<file path="src/rtl/prop_clk_pkg.sv">
// Shared definitions for the clock mode sequencer.
//   state_e       : sequencer FSM states
//   CFG_*         : bit positions inside the 8-bit clock configuration byte
//   REBOOT_HOLD   : cycles the core is held in reset during a requested reboot
//   CNT_W         : width of the shared settle/reboot down-counter
//   pll_entry_cfg : configuration applied while the PLL settles (keeps old CLKSEL)
package prop_clk_pkg;

   typedef enum logic [1:0] {
      ST_HOLD     = 2'd0,
      ST_RUN      = 2'd1,
      ST_PLL_WAIT = 2'd2,
      ST_REBOOT   = 2'd3
   } state_e;

   localparam int CFG_REBOOT     = 7;
   localparam int CFG_PLLENA     = 6;
   localparam int CFG_OSCENA     = 5;
   localparam int CFG_CLKSEL_MSB = 2;
   localparam int CFG_CLKSEL_LSB = 0;

   localparam int REBOOT_HOLD = 16;
   localparam int CNT_W       = 16;

   // While the PLL settles, everything except the clock select follows the
   // request; the divider keeps running from the previously selected source.
   function automatic logic [7:0] pll_entry_cfg(input logic [7:0] req,
                                                input logic [7:0] cur);
      return {req[7:CFG_CLKSEL_MSB+1], cur[CFG_CLKSEL_MSB:CFG_CLKSEL_LSB]};
   endfunction

endpackage

</file>
<file path="src/rtl/reset_stretch.sv">
// Synchronises the external reset request (and optionally the serial DTR line)
// into clk and produces the combined reset request for the sequencer.
//   clk        : system clock
//   rst_n      : internal active-low reset (already release-synchronised)
//   ext_resn_i : external active-low reset request, asynchronous
//   dtr_i      : serial DTR line, asynchronous; only used with DTR_RESET_EN
//   rreq_o     : reset request, active high
// Build option: DTR_RESET_EN adds the DTR synchroniser and the stretch counter
// that keeps the request asserted for RESET_STRETCH cycles after DTR rises.
module reset_stretch
   import prop_clk_pkg::*;
#(
   parameter logic [19:0] RESET_STRETCH = 20'hFFFFF
) (
   input  logic clk,
   input  logic rst_n,
   input  logic ext_resn_i,
   input  logic dtr_i,
   output logic rreq_o
);

   logic [1:0] ext_sync_q;
   logic       ext_s;

   always_ff @(posedge clk or negedge rst_n) begin
      if (!rst_n) begin
         ext_sync_q <= 2'b11;
      end else begin
         ext_sync_q <= {ext_sync_q[0], ext_resn_i};
      end
   end

   assign ext_s = ext_sync_q[1];

`ifdef DTR_RESET_EN
   logic [1:0]  dtr_sync_q;
   logic        dtr_s;
   logic [19:0] stretch_q;
   logic [19:0] stretch_d;

   assign dtr_s = dtr_sync_q[1];

   always_comb begin
      stretch_d = stretch_q;
      if (!dtr_s) begin
         stretch_d = '0;
      end else if (stretch_q < RESET_STRETCH) begin
         stretch_d = stretch_q + 20'd1;
      end
   end

   always_ff @(posedge clk or negedge rst_n) begin
      if (!rst_n) begin
         dtr_sync_q <= 2'b00;
         stretch_q  <= '0;
      end else begin
         dtr_sync_q <= {dtr_sync_q[0], dtr_i};
         stretch_q  <= stretch_d;
      end
   end

   assign rreq_o = ~ext_s | ~dtr_s | (stretch_q < RESET_STRETCH);
`else
   logic dtr_unused;
   assign dtr_unused = dtr_i;
   assign rreq_o     = ~ext_s;
`endif

endmodule

</file>
<file path="src/rtl/clock_mode_sequencer.sv">
// Sequences clock configuration changes requested by the core onto the clock
// divider, inserting a PLL settle delay and handling reboot/reset requests.
//   clk       : 160 MHz system clock
//   nres      : asynchronous active-low reset (release synchronised internally)
//   ext_resn  : external active-low reset request, asynchronous
//   dtr       : serial DTR line, asynchronous (used only with DTR_RESET_EN)
//   cfg_req   : requested config {reboot, pllena, oscena, oscm[1:0], clksel[2:0]}
//   cfg_apply : config driven to the clock divider
//   pll_en    : PLL enable
//   core_nres : active-low core reset
//   busy      : transition in progress, cfg_req not yet reflected in cfg_apply
// Build option: DTR_RESET_EN (see reset_stretch).
//
// state       | meaning
// ------------+----------------------------------------------------------
// ST_HOLD     | reset request active; everything off, core held in reset
// ST_RUN      | normal operation; applies requested config changes
// ST_PLL_WAIT | PLL just enabled; counting down before the PLL clksel is used
// ST_REBOOT   | core held in reset for REBOOT_HOLD cycles, until reboot drops
module clock_mode_sequencer
   import prop_clk_pkg::*;
#(
   parameter logic [15:0] PLL_SETTLE    = 16'd10000,
   parameter logic [19:0] RESET_STRETCH = 20'hFFFFF
) (
   input  logic       clk,
   input  logic       nres,
   input  logic       ext_resn,
   input  logic       dtr,
   input  logic [7:0] cfg_req,
   output logic [7:0] cfg_apply,
   output logic       pll_en,
   output logic       core_nres,
   output logic       busy
);

   logic [1:0]       rst_sync_q;
   logic             rst_int_n;
   logic             rreq;

   state_e           state_q, state_d;
   logic [7:0]       cfg_q, cfg_d;
   logic             pll_q, pll_d;
   logic             nres_q, nres_d;
   logic             busy_q, busy_d;
   logic [CNT_W-1:0] cnt_q, cnt_d;

   // Assert asynchronously, release two edges after nres rises.
   always_ff @(posedge clk or negedge nres) begin
      if (!nres) begin
         rst_sync_q <= 2'b00;
      end else begin
         rst_sync_q <= {rst_sync_q[0], 1'b1};
      end
   end

   assign rst_int_n = rst_sync_q[1];

   reset_stretch #(
      .RESET_STRETCH (RESET_STRETCH)
   ) u_reset_stretch (
      .clk        (clk),
      .rst_n      (rst_int_n),
      .ext_resn_i (ext_resn),
      .dtr_i      (dtr),
      .rreq_o     (rreq)
   );

   always_comb begin
      state_d = state_q;
      cfg_d   = cfg_q;
      pll_d   = pll_q;
      cnt_d   = cnt_q;

      if (rreq) begin
         state_d = ST_HOLD;
         cfg_d   = '0;
         pll_d   = 1'b0;
         cnt_d   = '0;
      end else begin
         case (state_q)
            ST_HOLD: begin
               state_d = ST_RUN;
            end

            ST_RUN: begin
               if (cfg_req != cfg_q) begin
                  if (cfg_req[CFG_REBOOT]) begin
                     state_d = ST_REBOOT;
                     cfg_d   = '0;
                     pll_d   = 1'b0;
                     cnt_d   = CNT_W'(REBOOT_HOLD - 1);
                  end else if (cfg_req[CFG_PLLENA] && !cfg_q[CFG_PLLENA]) begin
                     state_d = ST_PLL_WAIT;
                     cfg_d   = pll_entry_cfg(cfg_req, cfg_q);
                     pll_d   = 1'b1;
                     cnt_d   = PLL_SETTLE - 16'd1;
                  end else begin
                     cfg_d = cfg_req;
                     pll_d = cfg_req[CFG_PLLENA];
                  end
               end
            end

            ST_PLL_WAIT: begin
               if (cfg_req[CFG_REBOOT]) begin
                  state_d = ST_REBOOT;
                  cfg_d   = '0;
                  pll_d   = 1'b0;
                  cnt_d   = CNT_W'(REBOOT_HOLD - 1);
               end else if (!cfg_req[CFG_PLLENA]) begin
                  state_d = ST_RUN;
                  cfg_d   = cfg_req;
                  pll_d   = 1'b0;
                  cnt_d   = '0;
               end else if (cnt_q == '0) begin
                  // Apply the latest request, not the one seen on entry.
                  state_d = ST_RUN;
                  cfg_d   = cfg_req;
                  pll_d   = 1'b1;
               end else begin
                  cnt_d = cnt_q - 1'b1;
               end
            end

            ST_REBOOT: begin
               if (cnt_q != '0) begin
                  cnt_d = cnt_q - 1'b1;
               end else if (!cfg_req[CFG_REBOOT]) begin
                  state_d = ST_RUN;
               end
            end

            default: begin
               state_d = ST_HOLD;
            end
         endcase
      end

      nres_d = (state_d == ST_RUN) || (state_d == ST_PLL_WAIT);
      busy_d = (state_d != ST_RUN) || (cfg_d != cfg_req);
   end

   always_ff @(posedge clk or negedge rst_int_n) begin
      if (!rst_int_n) begin
         state_q <= ST_HOLD;
         cfg_q   <= '0;
         pll_q   <= 1'b0;
         nres_q  <= 1'b0;
         busy_q  <= 1'b1;
         cnt_q   <= '0;
      end else begin
         state_q <= state_d;
         cfg_q   <= cfg_d;
         pll_q   <= pll_d;
         nres_q  <= nres_d;
         busy_q  <= busy_d;
         cnt_q   <= cnt_d;
      end
   end

   assign cfg_apply = cfg_q;
   assign pll_en    = pll_q;
   assign core_nres = nres_q;
   assign busy      = busy_q;

endmodule

</file>
<file path="config.mk">
export PLATFORM = sky130hd
export DESIGN_NAME = clock_mode_sequencer
export DESIGN_NICKNAME = d
export VERILOG_FILES = /design/src/rtl/prop_clk_pkg.sv /design/src/rtl/reset_stretch.sv /design/src/rtl/clock_mode_sequencer.sv
export SDC_FILE = /design/constraint.sdc
export NUM_CORES = 1
export LEC_CHECK = 0
export ABC_AREA = 1
export CORE_MARGIN = 4
export CORE_UTILIZATION = 57
export CTS_CLUSTER_DIAMETER = 80
export DETAILED_ROUTE_END_ITERATION = 8
export GPL_ROUTABILITY_DRIVEN = 0
export GPL_TIMING_DRIVEN = 1
export PLACE_DENSITY = 0.8
export SYNTH_ARGS = -nofsm -noshare
export SYNTH_HDL_FRONTEND = slang
export SYNTH_SLANG_ARGS = --single-unit
</file>
<file path="constraint.sdc">
create_clock -name clk -period 1.2 [get_ports clk]
set_input_delay 0.3 -clock clk [delete_from_list [all_inputs] [get_ports clk]]
set_output_delay 0.3 -clock clk [all_outputs]
set_load 0.1 [all_outputs]
</file>
==> flow_summary.ini, run 1 <==
[yosys]
synthCells = 343
syn_avg_cell_area_sq_um = 6.86
syn-cell-area_sq_mm = 0.00235
ys_seq_area_frac = 0.352
yosysWarningCount = 0
synth_seq_cells = 33
syn-num-nets = 362
synthDistinctLibCells = 38

[timing]
grt-worst-endpoint = busy$_DFF_PN1_/D
worst_endpoint_kind = register input

[cts]
hold_buffers = 0
h-tree-depth = 2
clockRootBuffer = clkbuf_8
numClockSinks = 33
cts_buffer_depth = 2
cts_inserted_buffers = 5

[floorplan]
rows = 23
die_h_um = 72.3
die_x_um = 72.3
start_util = 0.588
pin_count = 23

[placement]
port_buffers = 21
dp_slack_ps = -1400
hpwl_um = 6450

[status]
status = did not finish
error = [ERROR DPL-0038] Utilization greater than 100%, impossible to legalize
failing_step = global routing

[global_routing]
grt_max_degree = 21
==> synthesized netlist by cell type <==
cell | n | area [sq um]
o21ai_2 | 1 | 8.76
nor2_1 | 31 | 116
nor3_2 | 2 | 20.0
nand3b_1 | 1 | 7.51
buf_2 | 1 | 5.00
nor3_1 | 6 | 30.0
buf_4 | 3 | 22.5
nor2_2 | 5 | 31.3
inv_2 | 5 | 18.8
and3_1 | 3 | 18.8
clkinv_1 | 2 | 7.51
or2_2 | 1 | 6.26
dfstp_2 | 3 | 78.8
a21oi_1 | 14 | 70.1
nand4_1 | 1 | 6.26
dfrtp_1 | 30 | 751
conb_1 | 1 | 3.75
nor2_8 | 1 | 20.0
o22ai_1 | 2 | 12.5
o21ai_1 | 5 | 25.0
a41oi_1 | 1 | 8.76
xor2_1 | 6 | 52.6
nand2_2 | 2 | 12.5
a211oi_1 | 1 | 7.51
nor4_1 | 1 | 6.26
o31ai_1 | 2 | 15.0
xnor2_1 | 5 | 43.8
inv_1 | 48 | 180
o21ai_0 | 15 | 75.1
ha_1 | 7 | 87.6
a21boi_1 | 1 | 7.51
nand3_1 | 28 | 140
o211ai_1 | 6 | 45.0
nand3_2 | 1 | 10.0
nand2_1 | 97 | 364
clkbuf_1 | 1 | 3.75
buf_6 | 1 | 11.3
nor2_4 | 2 | 22.5
==> through the flow <==
| stage | TNS [ps] | instance area, sq um | util | cells | hold slack, ps |
|---|---|---|---|---|---|
| floorplan | -22230 | 2420 | - | 343 | 4.41 |
| global placement | -31370 | 3510 | 0.878 | 508 | 188 |
| detailed placement | -34110 | 3510 | 0.878 | 508 | 224 |
| CTS | -31160 | 3850 | 0.962 | 527 | 170 |
==> kinds of logic after synthesis <==
logic type / count (synthesis) / synth area share
compound gates: 48 / 0.117
flops: 33 / 0.352
simple gates: 182 / 0.345
buf+inv: 61 / 0.106
fa+ha+maj: 7 / 0.0372
xor+xnor: 11 / 0.0409
other cells: 1 / 0.00159
==> repair_timing <==
| action | 4_1_cts |
|---|---|
| setup endpoints to repair | 38 |
| pin swaps | 11 |
| resized for setup | 37 |
| gates cloned | 1 |
| buffers inserted | 11 |
==> run 2, diff against run 1 <==
CORE_UTILIZATION = 40   (was 57)
CTS_CLUSTER_DIAMETER = not set   (was 80)
PLACE_DENSITY = not set   (was 0.8)
PLACE_DENSITY_LB_ADDON = 0.15   (was not set)
==> flow_summary.ini, run 2 <==
[status]
status = finished, violations left
failed_checks = negative setup slack

[placement]
port_buffers = 21
hpwl_um = 5100

[yosys]
synth.top_cell.area_share = 0.319
ys_seq_area_frac = 0.352
synth_top_flop_cell = dfrtp_1
yosysTopAreaCell = dfrtp_1
async_reset_ff_frac = 1.00
synth_seq_cells = 33
synthTopCellsByArea = dfrtp_1, nand2_1, inv_1, nand3_1, nor2_1
synth_edf_count = 0
synthTopCellsByCount = nand2_1, inv_1, nor2_1, dfrtp_1, nand3_1
yosysMostFrequentCell = nand2_1
syn-num-nets = 362
syn-cell-area_sq_mm = 0.00235
synthCells = 343
yosysWarningCount = 0
synthDistinctLibCells = 38
syn_avg_cell_area_sq_um = 6.86

[floorplan]
die_x_um = 84.7
rows = 27
die_h_um = 84.7
core-area_sq_mm = 0.00561
start_util = 0.420
dieArea_sq_mm = 0.00717
pin_count = 23

[global_routing]
grt_pass1_wl_um = 13100
grt_overflow = 0
grt_max_degree = 32
grt_use_total = 0.227
antenna_found_initial = 0
grt_pass1_vias = 2977

[timing]
timing.final.ws_setup_ps = -1000
fin_worst_skew_ps = 7.56
max_freq_mhz = 454
setup_violations = 38
period_share = 1.84
maxSlewViolCount = 0
rsz0062_at_grt = yes
min_period_ps = 2200
hold_viol_final = 0

[worst_hold_path]
hold_class = input pin to async pin

[worst_setup_path]
critPathMaxStageDelay_ps = 430
crit_type = flip-flop to flip-flop
required_ps = 1420
crit_family = simple AND/OR/NAND/NOR gates
worstSetupPathDepth = 14
crit_top_cell = nor2_4
slowest_stage = dfrtp_4
cp_max_fo = 8
crit_chain = inv_4, ha_4, a21boi_2, nand2_1, nor2_2, nand2_2, buf_4, buf_6, nor2_4, nor2_4, nor2_8, inv_8, and3_4, nor3_2
start_kind = flip-flop
worstPathArrival_ps = 2430
cp-end-kind = flip-flop
cp_num_buf_inv = 4
rr_worst_depth = 14

[cts]
numClockSinks = 33
clk_pin_slew_ps = 80
h-tree-depth = 2
clockRootBuffer = clkbuf_8
cts_buffer_depth = 2
hold_buffers = 0
cts_inserted_buffers = 5
cts_tree = yes
clkLatencyLatePin_ps = 300

[layout]
final_cell_mix = buf_4, nand2_1, inv_1
area_growth_pct = 74.0
largest_register = cnt_q
largest_reg_flops = 16
antenna_cells = 0
final_util = 0.730
layout_commonest_cell = buf_4
nNetsFinal = 507
final_layout_size_suffix_gt1_frac = 0.448

[power]
vdd_drop_max_mv = 0.857
total_leakage_power_nw = 2.11
cellPowerDensity_mw_per_mm2 = 1390
p_total_mw = 5.68

[route]
post-route-drc-count = 0
ant_nets = 0
wl_per_cell_um = 13.7
viasPerCell = 4.97
drt_iter0_markers = 157
dr.pass1.iters = 4
dr_total_vias = 2788
routed_wl_um = 7690

[flow_run]
drv_cap = 0
==> run 2: cell counts after synthesis <==
Identical to the previous run, type by type.
==> run 2: repair_timing <==
action	in CTS	in global routing
buffers inserted	25	5
endpoints found under the setup margin	39	40
gates resized for setup	47	24
cloned	0	0
pin swaps	11	5
==> run 2: metrics by stage <==
| stage | hold slack (ps) | cells | area [sq um] | worst slack (ps) | TNS [ps] |
|---|---|---|---|---|---|
| after floorplan | 4.41 | 343 | 2420 | -1070 | -22230 |
| after global placement | 231 | 526 | 3520 | -1250 | -30880 |
| after detailed placement | 230 | 526 | 3520 | -1300 | -31850 |
| after CTS | 148 | 557 | 3970 | -939 | -23370 |
| after global routing | 144 | 561 | 4100 | -1160 | -30290 |
| final | 151 | 561 | 4100 | -1000 | -26010 |
==> run 2: routing by layer <==
metal | GRT usage | routed length (um) | vias up | part of all wire
li1 | - | - | 1378 | -
met1 | 0.257 | 3170 | 1318 | 0.41
met2 | 0.413 | 3990 | 73 | 0.52
met3 | 0.0383 | 327 | 19 | 0.043
met4 | 0.0993 | 204 | 0 | 0.027
met5 | 0 | 0 | - | 0
==> run 2: worst paths after layout <==
check,start,to,slack (ps)
setup / recovery,cfg_apply[6],cnt_q[7],-1000
hold / removal,nres,rst_sync_q[0],150
setup reg to reg,cfg_apply[6],cnt_q[7],-1000
hold reg to reg,rst_sync_q[1],cnt_q[0],230
max in group asynchronous,rst_sync_q[1],busy,730
min in group clk,rst_sync_q[0],rst_sync_q[1],360
==> run 2: cells by family (layout without fill, tap and decap cells) <==
group | count (synthesis) | after routing | share of synthesized area
AND/OR/NAND/NOR | 182 | 182 | 0.345
flip-flops | 33 | 33 | 0.352
XOR/XNOR | 11 | 11 | 0.0409
AO/OA/AOI/OAI | 48 | 48 | 0.117
buffers and inverters | 61 | 207 | 0.106
adder cells (fa/ha/maj) | 7 | 7 | 0.0372
other | 1 | 1 | 0.00159
==> run 2: power by group <==
part	switching (mW)	total [mW]	internal, mW
registers	0.0893	1.34	1.25
logic	1.66	3.23	1.57
clock network	0.490	1.11	0.622
==> run 2: area by class of cell <==
class                           instances  area, sq um
Timing Repair Buffer                  144         1340
Inverter                               55          219
Multi-Input combinational cell        249         1490
Fill cell                             417         1510
Sequential cell                        33          842
Tap cell                               72         90.1
Clock inverter                          3         46.3
Clock buffer                            5         68.8
==> run 2: worst reg2reg max path, cell delays in order (launching register included) <==
cell,delay (ps)
dfrtp_4,430
inv_4,40
ha_4,240
a21boi_2,130
nand2_1,70
nor2_2,140
nand2_2,100
buf_4,150
buf_6,110
nor2_4,110
nor2_4,70
nor2_8,160
inv_8,70
and3_4,150
nor3_2,160
(Power assumes the default switching activity.)
==> run 3, diff against run 2 <==
CORE_UTILIZATION = 30   (was 40)
CTS_CLUSTER_SIZE = 14   (was not set)
==> flow_summary.ini, run 3 (synthesized netlist as in run 2, its figures left out) <==
[route]
dr.pass1.iters = 6
routed_wl_um = 7140
drt_iter0_markers = 138
post-route-drc-count = 0
wl_per_cell_um = 12.1
dr_total_vias = 2634
viasPerCell = 4.47
ant_nets = 0

[cts]
cts_buffer_depth = 2
clkLatencyLatePin_ps = 290
clk_pin_slew_ps = 80
hold_buffers = 0
numClockSinks = 33
h-tree-depth = 2
clockRootBuffer = clkbuf_8
cts_inserted_buffers = 5
cts_tree = yes

[layout]
instances_no_fill = 589
final_util = 0.528
area_growth_pct = 72.5
final_cell_mix = buf_4, nand2_1, inv_1
largest_register = cnt_q
largest_reg_flops = 16
layout_commonest_cell = buf_4
nNetsFinal = 505
final_layout_size_suffix_gt1_frac = 0.429
antenna_cells = 0

[status]
failed_checks = negative setup slack
status = finished, violations left

[timing]
maxSlewViolCount = 0
period_share = 1.82
timing.final.ws_setup_ps = -980
min_period_ps = 2180
setup_violations = 38
max_freq_mhz = 459
setup_tns_ps = -24920
hold_viol_final = 0
fin_worst_skew_ps = 15.0
rsz0062_at_grt = yes

[global_routing]
grt_max_degree = 20
grt_pass1_wl_um = 12000
antenna_found_initial = 0
grt_overflow = 0
grt_use_total = 0.168
grt_pass1_vias = 2662

[floorplan]
start_util = 0.306
core-area_sq_mm = 0.00769
rows = 32
die_x_um = 96.6
pin_count = 23
dieArea_sq_mm = 0.00933
die_h_um = 96.6

[power]
cellPowerDensity_mw_per_mm2 = 1290
vdd_drop_max_mv = 0.624
combPwrFrac = 0.576
seqPwrFrac = 0.255
p_clk_frac = 0.170
swShare = 0.394
total_leakage_power_nw = 2.08
p_int_mw = 3.18
power.switching_mw = 2.07

[worst_setup_path]
worstPathArrival_ps = 2360
crit_type = flip-flop to flip-flop
cp-end-kind = flip-flop
cp_max_fo = 4
start_kind = flip-flop
required_ps = 1380

[placement]
port_buffers = 21
hpwl_um = 5470
placed_cells_incl_taps = 566

[worst_hold_path]
hold_class = input pin to async pin

[flow_run]
drv_cap = 0
run 3: changes by cell type in the layout (fill, tap and decap cells not counted), moves of 2 or more:
cell,delta
buf_4,+4
nand2_1,+3
nor2_2,-3
nor2_1,+2
buf_6,-5
nand2_2,-4
run 3: cell type report:
| type | instances | area (sq um) |
|---|---|---|
| Multi-Input combinational cell | 249 | 1480 |
| Inverter | 55 | 220 |
| Clock inverter | 1 | 7.51 |
| Clock buffer | 7 | 86.3 |
| Tap cell | 102 | 128 |
| Sequential cell | 33 | 842 |
| Fill cell | 766 | 3630 |
| Timing Repair Buffer | 142 | 1290 |
run 3: path summary, 6_finish.rpt:
path,startpoint,depth (start not counted),slack [ps],end
max reg2reg,cfg_apply[6],15,-980,cnt_q[4]
min in group clk,u_reset_stretch.ext_sync_q[0],0,360,u_reset_stretch.ext_sync_q[1]
max,cfg_apply[6],15,-980,cnt_q[4]
min,nres,1,170,rst_sync_q[0]
min reg2reg,rst_sync_q[1],1,200,cfg_apply[0]
max in group asynchronous,rst_sync_q[1],1,710,u_reset_stretch.ext_sync_q[1]
run 3: power groups by stage:
stage | Sequential [mW] | Combinational, mW | Clock [mW]
floorplan | 1.64 | 1.10 | 0
global placement | 1.35 | 2.61 | 0
detailed placement | 1.35 | 2.64 | 0
CTS | 1.34 | 2.89 | 0.928
global route | 1.35 | 3.29 | 0.978
finish | 1.34 | 3.02 | 0.890
run 3: per-stage QoR:
stage	area (sq um)	setup WS [ps]	power (mW)	hold WS [ps]
floorplan	2420	-1070	2.74	4.41
global placement	3620	-1260	3.96	206
CTS	3930	-903	5.16	168
finish	4060	-980	5.25	172
detailed placement	3620	-1300	3.99	218
global route	4060	-1150	5.63	155
run 3: metal layers:
layer,global-route usage,share of wire,up-vias
met4,0.0561,0.016,0
met5,0,0,-
li1,-,-,1376
met1,0.223,0.47,1201
met3,0.0271,0.036,14
met2,0.276,0.47,43
run 3: worst max-delay path, stage by stage (launching register included):
cell and delay [ps]:
dfrtp_4 430, inv_4 40, ha_4 240, a21boi_2 130, nand2_1 70, nor2_2 110
nand2_2 100, buf_4 150, buf_6 110, nor2_4 110, nor2_4 60, nor2_8 180
buf_6 130, nor2_2 30, xnor2_1 130, nor2_1 60
run 3: timing repair:
item | in CTS | in global routing
endpoints found under the setup margin | 38 | 39
buffers inserted | 12 | 7
hold endpoints to repair | 0 | 0
pin swaps | 6 | 12
gates resized for setup | 36 | 26
==> run 4, diff against run 3 <==
CORE_UTILIZATION = 57   (was 30)
==> flow_summary.ini, run 4 <==
[status]
error = [ERROR DPL-0033] detailed placement checks failed during check placement.
status = did not finish
failing_step = clock tree synthesis

[placement]
hpwl_um = 6740
port_buffers = 21

[cts]
numClockSinks = 33
cts_inserted_buffers = 5
ctsResizeCount = 58
cts_buffer_depth = 2
hold_buffers = 0
h-tree-depth = 2
cts_setup_buffers = 10
clockRootBuffer = clkbuf_8

[yosys]
synth_top_flop_cell = dfrtp_1
synthDistinctLibCells = 38
synthTopCellsByArea = dfrtp_1, nand2_1, inv_1, nand3_1, nor2_1
synth.top_cell.area_share = 0.319
syn-num-nets = 362
yosysWarningCount = 0
synth_seq_cells = 33
yosysMostFrequentCell = nand2_1
yosysTopAreaCell = dfrtp_1
synth_edf_count = 0
ys_seq_area_frac = 0.352
synthTopCellsByCount = nand2_1, inv_1, nor2_1, dfrtp_1, nand3_1
synthCells = 343
syn_avg_cell_area_sq_um = 6.86
syn-cell-area_sq_mm = 0.00235
async_reset_ff_frac = 1.00

[floorplan]
die_x_um = 72.3
start_util = 0.588
pin_count = 23
rows = 23
die_h_um = 72.3
==> run 4: cell counts after synthesis <==
Identical to the previous run, type by type.
==> run 4: cells by family after synthesis <==
family          synth area share
flops                      0.352
other cells              0.00159
fa+ha+maj                 0.0372
xor+xnor                  0.0409
buf+inv                    0.106
simple gates               0.345
compound gates             0.117
==> run 4: stage by stage <==
step | area [sq um] | hold slack (ps) | setup slack (ps) | instances | utilization
after detailed placement | 3520 | 216 | -1380 | 507 | 0.879
after global placement | 3520 | 203 | -1250 | 507 | 0.879
after floorplan | 2420 | 4.41 | -1070 | 343 | -
